==> config.mk <==
export PLATFORM = sky130hd
export DESIGN_NAME = reg_block_loader
export DESIGN_NICKNAME = d
export VERILOG_FILES = /design/src/rtl/reg_block_loader.sv
export SDC_FILE = /design/constraint.sdc
export NUM_CORES = 1
export LEC_CHECK = 0
export BUFFER_PORTS_ARGS = -buffer_cell sky130_fd_sc_hd__buf_2
export CORE_ASPECT_RATIO = 0.6
export CORE_UTILIZATION = 40
export DETAILED_ROUTE_END_ITERATION = 6
export PLACE_DENSITY = 0.69
export SYNTH_ARGS = -nofsm -noshare
export SYNTH_HDL_FRONTEND = slang
export SYNTH_SLANG_ARGS = --single-unit
==> constraint.sdc <==
create_clock -name Clk -period 1.9 [get_ports Clk]
set_clock_uncertainty 0.2 [all_clocks]
set_input_delay 0.095 -clock Clk [delete_from_list [all_inputs] [get_ports Clk]]
set_output_delay 0.095 -clock Clk [all_outputs]
set_load 0.01 [all_outputs]
==> src/rtl/reg_block_loader.sv <==
// -----------------------------------------------------------------------------
// reg_block_loader
//
// Purpose:
//   Block-load sequencer. It copies `count` consecutive words from a
//   synchronous-read data RAM into consecutive register-file entries. This is
//   the RAM->register path. Each word takes three cycles:
//     ISSUE   - ram_addr presents the word address. The RAM samples it at the
//               end of this cycle.
//     CAPTURE - douta is valid. It is latched into W_Data, and the register
//               index is latched into W_Addr.
//     WRITE   - Write_reg is high. The register file captures at the end of
//               this cycle.
//   A load of N>0 words ends with a one-cycle DONE state, which occurs
//   3N+1 cycles after the start edge.
//
// Ports:
//   Clk        in   1       rising-edge clock
//   Reset      in   1       synchronous, active-low reset
//   start      in   1       load request; only honoured in IDLE
//   base_addr  in   ADDR_W  first RAM word address (latched on accept)
//   first_reg  in   REG_W   first destination register (latched on accept)
//   count      in   ADDR_W  number of words to copy (latched on accept)
//   ram_addr   out  ADDR_W  registered RAM word address
//   ram_wea    out  1       RAM write enable; always 0
//   douta      in   DATA_W  RAM read data, one cycle after the address
//   W_Addr     out  REG_W   registered register-file write index
//   W_Data     out  DATA_W  registered register-file write data
//   Write_reg  out  1       registered register-file write strobe
//   busy       out  1       high while a load is in progress (not in DONE)
//   done       out  1       one-cycle completion pulse
// -----------------------------------------------------------------------------
module reg_block_loader #(
  parameter int ADDR_W = 6,
  parameter int REG_W  = 5,
  parameter int DATA_W = 32
) (
  input  logic              Clk,
  input  logic              Reset,
  input  logic              start,
  input  logic [ADDR_W-1:0] base_addr,
  input  logic [REG_W-1:0]  first_reg,
  input  logic [ADDR_W-1:0] count,
  output logic [ADDR_W-1:0] ram_addr,
  output logic              ram_wea,
  input  logic [DATA_W-1:0] douta,
  output logic [REG_W-1:0]  W_Addr,
  output logic [DATA_W-1:0] W_Data,
  output logic              Write_reg,
  output logic              busy,
  output logic              done
);

  typedef enum logic [2:0] {
    S_IDLE    = 3'd0,
    S_ISSUE   = 3'd1,
    S_CAPTURE = 3'd2,
    S_WRITE   = 3'd3,
    S_DONE    = 3'd4
  } state_t;

  state_t            state_q, state_d;
  logic [ADDR_W-1:0] addr_q, addr_d;
  logic [ADDR_W-1:0] rem_q, rem_d;
  logic [REG_W-1:0]  reg_q, reg_d;
  logic [ADDR_W-1:0] ram_addr_q, ram_addr_d;
  logic [REG_W-1:0]  w_addr_q, w_addr_d;
  logic [DATA_W-1:0] w_data_q, w_data_d;
  logic              write_q, write_d;
  logic              busy_q, busy_d;
  logic              done_q, done_d;

  // State and output registers
  always_ff @(posedge Clk) begin
    if (!Reset) begin
      state_q    <= S_IDLE;
      addr_q     <= '0;
      rem_q      <= '0;
      reg_q      <= '0;
      ram_addr_q <= '0;
      w_addr_q   <= '0;
      w_data_q   <= '0;
      write_q    <= 1'b0;
      busy_q     <= 1'b0;
      done_q     <= 1'b0;
    end else begin
      state_q    <= state_d;
      addr_q     <= addr_d;
      rem_q      <= rem_d;
      reg_q      <= reg_d;
      ram_addr_q <= ram_addr_d;
      w_addr_q   <= w_addr_d;
      w_data_q   <= w_data_d;
      write_q    <= write_d;
      busy_q     <= busy_d;
      done_q     <= done_d;
    end
  end

  // Next-state logic
  always_comb begin
    state_d = state_q;
    case (state_q)
      S_IDLE: begin
        if (start) state_d = (count != '0) ? S_ISSUE : S_DONE;
      end
      S_ISSUE:   state_d = S_CAPTURE;
      S_CAPTURE: state_d = S_WRITE;
      // rem_q still counts the word currently being written
      S_WRITE:   state_d = (rem_q != ADDR_W'(1)) ? S_ISSUE : S_DONE;
      S_DONE:    state_d = S_IDLE;
      default:   state_d = S_IDLE;
    endcase
  end

  // Output and datapath next values. All outputs are registered, so they
  // are computed from the state being entered.
  always_comb begin
    addr_d     = addr_q;
    rem_d      = rem_q;
    reg_d      = reg_q;
    ram_addr_d = ram_addr_q;
    w_addr_d   = w_addr_q;
    w_data_d   = w_data_q;
    write_d    = 1'b0;
    busy_d     = (state_d == S_ISSUE) || (state_d == S_CAPTURE) ||
                 (state_d == S_WRITE);
    done_d     = (state_d == S_DONE);

    case (state_q)
      S_IDLE: begin
        if (start) begin
          addr_d = base_addr;
          reg_d  = first_reg;
          rem_d  = count;
          // A zero-length load leaves ram_addr untouched.
          if (count != '0) ram_addr_d = base_addr;
        end
      end
      S_CAPTURE: begin
        w_data_d = douta;
        w_addr_d = reg_q;
        write_d  = 1'b1;
      end
      S_WRITE: begin
        // Both indices wrap naturally at their widths.
        addr_d = addr_q + ADDR_W'(1);
        reg_d  = reg_q + REG_W'(1);
        rem_d  = rem_q - ADDR_W'(1);
        if (state_d == S_ISSUE) ram_addr_d = addr_q + ADDR_W'(1);
      end
      default: ;
    endcase
  end

  assign ram_addr  = ram_addr_q;
  assign ram_wea   = 1'b0;
  assign W_Addr    = w_addr_q;
  assign W_Data    = w_data_q;
  assign Write_reg = write_q;
  assign busy      = busy_q;
  assign done      = done_q;

endmodule
==> impl_metrics.yaml, run 1 <==
timing:
  post-route-period-util_pct: 96.51
  layout_min_cycle_time_ns: 1.834
  finalHoldViolCount: 0
  setup_viol: 0
  slew_violations: 0
  grt_setup_unrepaired: "no"
  worst_slack_ns: 0.06635
  fmax_mhz: 545.4
  finalSetupTns_ns: 0
synthesis:
  synth_edf_count: 0
  synthCells: 335
  syn_area_um2: 2710
  ys_seq_area_share_pct: 48.75
  ys_ff_latch: 66
  synth_cell_types: 48
  ys.flop_type: "dfxtp_1"
  syn_nets: 391
  synthArstFlopShare_pct: 0
  avgSynthCellArea_um2: 8.090
  yosysWarnings: 0
setup_path:
  start_kind: "flip-flop"
  critPathKind: "reg -> reg"
  required_ns: 1.93
  worst_r2r_path_depth: 5
  rr_startpoint: "state_q[0]"
  endpoint_kind: "flip-flop"
  regToRegSetupSlack_ns: 0.07
  cp.arrival_ns: 1.87
  cp_max_fo: 8
  reg2reg_to: "rem_q[4]"
grt:
  grt_max_degree: 38
  grt-ovfl-total: 0
  grt_antenna_before_repair: 0
  grt_pass1_wl_um: 11990
  grt_pass1_vias: 2571
  track_usage_pct: 22.40
floorplan:
  core-area_um2: 6331
  start_util_pct: 42.81
  ios: 99
  rows: 22
  die_area_um2: 7120
  die_y_um: 65.76
  die_w_um: 108.3
routing:
  dr.pass1.iters: 4
  wl_per_cell_um: 13.59
  via_per_inst: 5.076
  wl_um: 7703
  drt_iter0_drc: 199
  vias: 2878
  postRouteAntennaNets: 0
  drc: 0
layout:
  fin_nets: 537
  n_fill_cell: 542
  final_cells: 567
  diodes: 0
  fin_util_pct: 64.17
  largest_reg_flops: 32
  layout-drive-gt1-share_pct: 27.12
  multiInputGateArea_um2: 1280
  area_delta_synth_final_pct: 49.91
  seqCellArea_um2: 1324
pwr:
  total_power_mw: 4.144
  p_leak_nw: 1.795
  power_density_nw_per_um2: 1020
  ir_drop_mv: 0.7175
clock_tree:
  clockBufferDepth: 2
  cts_buffers: 9
  post_cts_buffers: 0
  clk-insertion-delay-late_ns: 0.32
  cts-root-buf: "clkbuf_16"
  cts_tree: "yes"
  clk_pin_slew_ns: 0.05
  cts_sinks: 66
  htreeDepth: 3
place:
  port_buffers: 97
  place.gp.congestion: 0.8542
  place_inst: 505
  post-place-ws_ns: -0.01996
  dpl.hpwl_um: 4958
min_path:
  min_to: "addr_q[2]"
  whs_path_depth: 4
  holdCritPathClass: "in -> reg"
  hold_path_startpoint: "base_addr[2]"
flow_run:
  maxCapViolCount: 0
outcome:
  status: "finished, final reports clean"
[cell type report]
| type | count | share of cell area, % |
|---|---|---|
| flip-flops and latches | 66 | 32.58 |
| multi-input cells | 242 | 31.51 |
| repair buffers | 158 | 26.55 |
| clock buffers | 13 | 6.406 |
| well taps | 84 | 2.587 |
| inverters | 4 | 0.3696 |
[Yosys cell counts, types with 2 or more instances]
library cell  number  area share, %
o221a_2            2           0.83
o22ai_1            2           0.46
inv_1              3           0.42
a211oi_1           2           0.55
a311oi_1           3           0.97
a31oi_1            3           0.69
o211a_1            3            1.1
xnor2_1            2           0.65
buf_2              2           0.37
or3_1              3           0.69
a21oi_1           54             10
dfxtp_1           66             49
nor2_1            18            2.5
nor3_1             6            1.1
buf_1              2           0.28
a221oi_1           3           0.97
and2_1             2           0.46
nand2_1           91             13
nand2b_1           3           0.69
ha_1               4            1.8
nand3_1            5           0.92
nor4_1             2           0.46
and2_0             2           0.46
xor2_1             2           0.65
o21ai_0           11            2.0
clkbuf_1          17            2.4
[critical path, cell delays in order, from the launching register on]
cell and delay, ns:
dfxtp_1 0.40, or4b_4 0.52, buf_4 0.19, nand2_1 0.15, a21oi_1 0.08, a211oi_1 0.19
[kinds of logic after synthesis]
family | share of synthesized area [%]
adder cells (fa/ha/maj) | 1.847
AO/OA/AOI/OAI | 20.18
buffers and inverters | 4.247
XOR/XNOR | 1.293
AND/OR/NAND/NOR | 23.13
multiplexers | 0.4155
other | 0.1384
flip-flops | 48.75
[worst max-delay path by stage]
stage,start,endpoint,slack [ns],cells after the start
after global routing,rem_q[0],ram_addr[3],0.01,5
final,state_q[0],rem_q[4],0.07,5
after detailed placement,count[0],ram_addr[3],-0.02,5
after global placement,count[0],ram_addr[3],-0.004,5
after CTS,state_q[1],rem_q[4],0.02,5
after floorplan,state_q[1],done,0.04,5
[per-stage QoR]
step / hold slack (ns) / instance area, um2
2_1_floorplan: 0.03098 / 2710
3_3_place_gp: 0.1358 / 3303
3_5_place_dp: 0.1429 / 3303
4_1_cts: 0.03228 / 4056
5_1_grt: 0.06954 / 4063
6_report: 0.04969 / 4063
[metal layers]
layer | vias up | part of all wire, % | GRT usage (%)
li1 | 1434 | - | -
met4 | 0 | 1.2 | 7.939
met2 | 111 | 45 | 34.79
met1 | 1324 | 45 | 28.26
met5 | - | 0 | 0
met3 | 9 | 8.9 | 8.730
[report_power, final]
group	switching, mW	internal, mW
combinational	0.540	0.438
clock	0.531	0.931
sequential	0.137	1.57
total	1.21	2.94
[repair_timing]
action / CTS / global route
gates resized for setup: 1 / 3
setup endpoints to repair: 1 / 8
hold endpoints to repair: 58 / 0
hold buffers: 49 / 0
cloned: 0 / 0
[placed cells by master, fill, tap and decap left out, types with 3 or more instances in the layout]
| cell | count |
|---|---|
| a21oi_1 | 54 |
| a221oi_1 | 3 |
| a311oi_1 | 3 |
| a31oi_1 | 3 |
| buf_2 | 97 |
| buf_4 | 11 |
| clkbuf_16 | 9 |
| dfxtp_1 | 64 |
| dlygate4sd3_1 | 49 |
| ha_1 | 4 |
| inv_1 | 3 |
| nand2_1 | 91 |
| nand2b_1 | 3 |
| nand3_1 | 5 |
| nor2_1 | 17 |
| nor3_1 | 6 |
| o211a_1 | 3 |
| o21ai_0 | 11 |
| or3_1 | 3 |
No activity file was read; power rests on OpenSTA's default activity.
==> run 2, diff against run 1 <==
--- a/config.mk
+++ b/config.mk
@@ -9,7 +9,9 @@
 export CORE_ASPECT_RATIO = 0.6
 export CORE_UTILIZATION = 40
 export DETAILED_ROUTE_END_ITERATION = 6
+export MAX_ROUTING_LAYER = met4
 export PLACE_DENSITY = 0.69
+export REMOVE_ABC_BUFFERS = 1
 export SYNTH_ARGS = -nofsm -noshare
 export SYNTH_HDL_FRONTEND = slang
 export SYNTH_SLANG_ARGS = --single-unit
==> run 2 against run 1 <==
Critical path depth decreased by 2. Cell count up 0.88%. Global-route usage up 1.6 points. Sequential power hardly changed. Combinational power grew 6%. Worst hold slack got worse by 0.033 ns. Non-clock buffer count is 2 higher. Via count shrank 1.2%. Critical endpoint is now done. Largest cell class unchanged.
==> impl_metrics.yaml, run 2 (synthesized netlist as in run 1, its figures left out) <==
routing:
  dr.pass1.iters: 4
  wl_met1_um: 3866
  wl_per_cell_um: 13.91
  drt_iter0_drc: 171
  vias: 2843
  via_per_inst: 4.970
  wl_um: 7958
  drc: 0
  met3_length_um: 588
  dr_wl_met2_um: 3416
  top_layer: "met4"
  postRouteAntennaNets: 0
setup_path:
  regToRegSetupSlack_ns: 0.05
  cp.arrival_ns: 1.90
  rr_startpoint: "state_q[2]"
  reg2reg_to: "done"
  required_ns: 1.96
  cp-endpoint: "done"
  worst_r2r_path_depth: 3
  cp_max_fo: 8
  start_kind: "flip-flop"
  endpoint_kind: "flip-flop"
  critPathKind: "reg -> reg"
  crit_start: "state_q[2]"
grt:
  grt-ovfl-total: 0
  grt_pass1_wl_um: 12470
  track_usage_pct: 24.03
  grt_max_degree: 54
  grt_antenna_before_repair: 0
  grt_pass1_vias: 2501
layout:
  layout-drive-gt1-share_pct: 28.69
  final_cell_mix: "97 x buf_2, 91 x nand2_1, 64 x dfxtp_1, 54 x a21oi_1, 47 x dlygate4sd3_1"
  largest_reg_flops: 32
  final_cells: 572
  layout_commonest_cell: "buf_2"
  n_fill_cell: 545
  area_delta_synth_final_pct: 51.89
  fin_nets: 539
  diodes: 0
clock_tree:
  cts_sinks: 66
  htreeDepth: 3
  cts_tree: "yes"
  clk_pin_slew_ns: 0.05
  clockBufferDepth: 2
  clk-insertion-delay-late_ns: 0.33
  cts_buffers: 9
  cts-root-buf: "clkbuf_16"
timing:
  layout_min_cycle_time_ns: 1.847
  slew_violations: 0
  finalHoldViolCount: 0
  fmax_mhz: 541.5
  setup_viol: 0
  post-route-period-util_pct: 97.19
  grt_setup_unrepaired: "no"
  worst_slack_ns: 0.05343
floorplan:
  start_util_pct: 42.81
  die_area_um2: 7120
  die_w_um: 108.3
  rows: 22
  ios: 99
  core-area_um2: 6331
  die_y_um: 65.76
pwr:
  p_leak_nw: 1.821
  ir_drop_mv: 0.5951
  power_density_nw_per_um2: 1028
min_path:
  holdCritPathClass: "in -> reg"
place:
  place.gp.congestion: 0.8828
  place_inst: 508
  post-place-ws_ns: -0.04925
  port_buffers: 97
  dpl.hpwl_um: 5144
flow_run:
  maxCapViolCount: 0
outcome:
  status: "finished, final reports clean"
==> run 2: cell types whose count changed in the layout (fill, tap and decap cells not counted), sizes merged <==
cell and change:
clkinvlp +2, dlygate4sd3 -2, clkinv +3, buf +4
clkbuf -2
==> run 2: per-layer routing <==
layer | global-route usage [%] | vias to the layer above
li1 | - | 1446
met1 | 32.29 | 1276
met2 | 34.55 | 109
met3 | 6.845 | 12
met4 | 8.108 | 0
met5 | - | -
==> run 2: worst min path at each step <==
| stage | depth (start not counted) | endpoint | startpoint | slack, ns |
|---|---|---|---|---|
| 2_1_floorplan | 1 | busy | Reset | 0.01 |
| 3_3_place_gp | 3 | W_Data[12] | douta[12] | 0.14 |
| 3_5_place_dp | 3 | W_Data[18] | douta[18] | 0.14 |
| 4_1_cts | 4 | addr_q[2] | base_addr[2] | 0.002 |
| 5_1_grt | 4 | addr_q[2] | base_addr[2] | 0.06 |
| 6_report | 4 | addr_q[2] | base_addr[2] | 0.02 |
==> run 2: cell type report <==
cell class	count	area (um2)	area share [%]
clock inverter	5	30.03	0.7295
clock buffer	11	242.7	5.897
tap	84	105.1	2.553
multi-input combinational	242	1286	31.25
inverter	4	15.01	0.3647
timing repair buffer	160	1114	27.05
sequential	66	1324	32.16
==> run 2: stage by stage <==
step	util (%)	hold WS [ns]	cell area [um2]	power [mW]	setup TNS, ns
after CTS	64.72	0.001730	4098	4.242	0
after floorplan	-	0.01250	2610	2.224	-0.08163
final	65.02	0.01713	4116	4.230	0
after global placement	52.92	0.1357	3351	2.637	-0.05003
after detailed placement	52.92	0.1416	3351	2.660	-0.1125
after global routing	65.02	0.05806	4116	4.465	0
==> run 2: worst max-delay path, cell delays in order (launching register included) <==
cell and delay (ns):
dfxtp_1 0.39, or4b_4 0.60, or4_4 0.44, a21oi_1 0.15
==> run 2: repair_timing <==
action | in CTS | in global routing
endpoints found under the setup margin | 1 | 14
hold buffers | 47 | 0
setup buffers | 0 | 1
hold endpoints to repair | 56 | 0
pin swaps | 0 | 1
gates resized for setup | 1 | 4
==> run 2: where the power goes <==
part,switching (mW),internal [mW]
Combinational,0.560,0.476
Clock,0.584,0.910
Sequential,0.133,1.57
Total,1.28,2.95
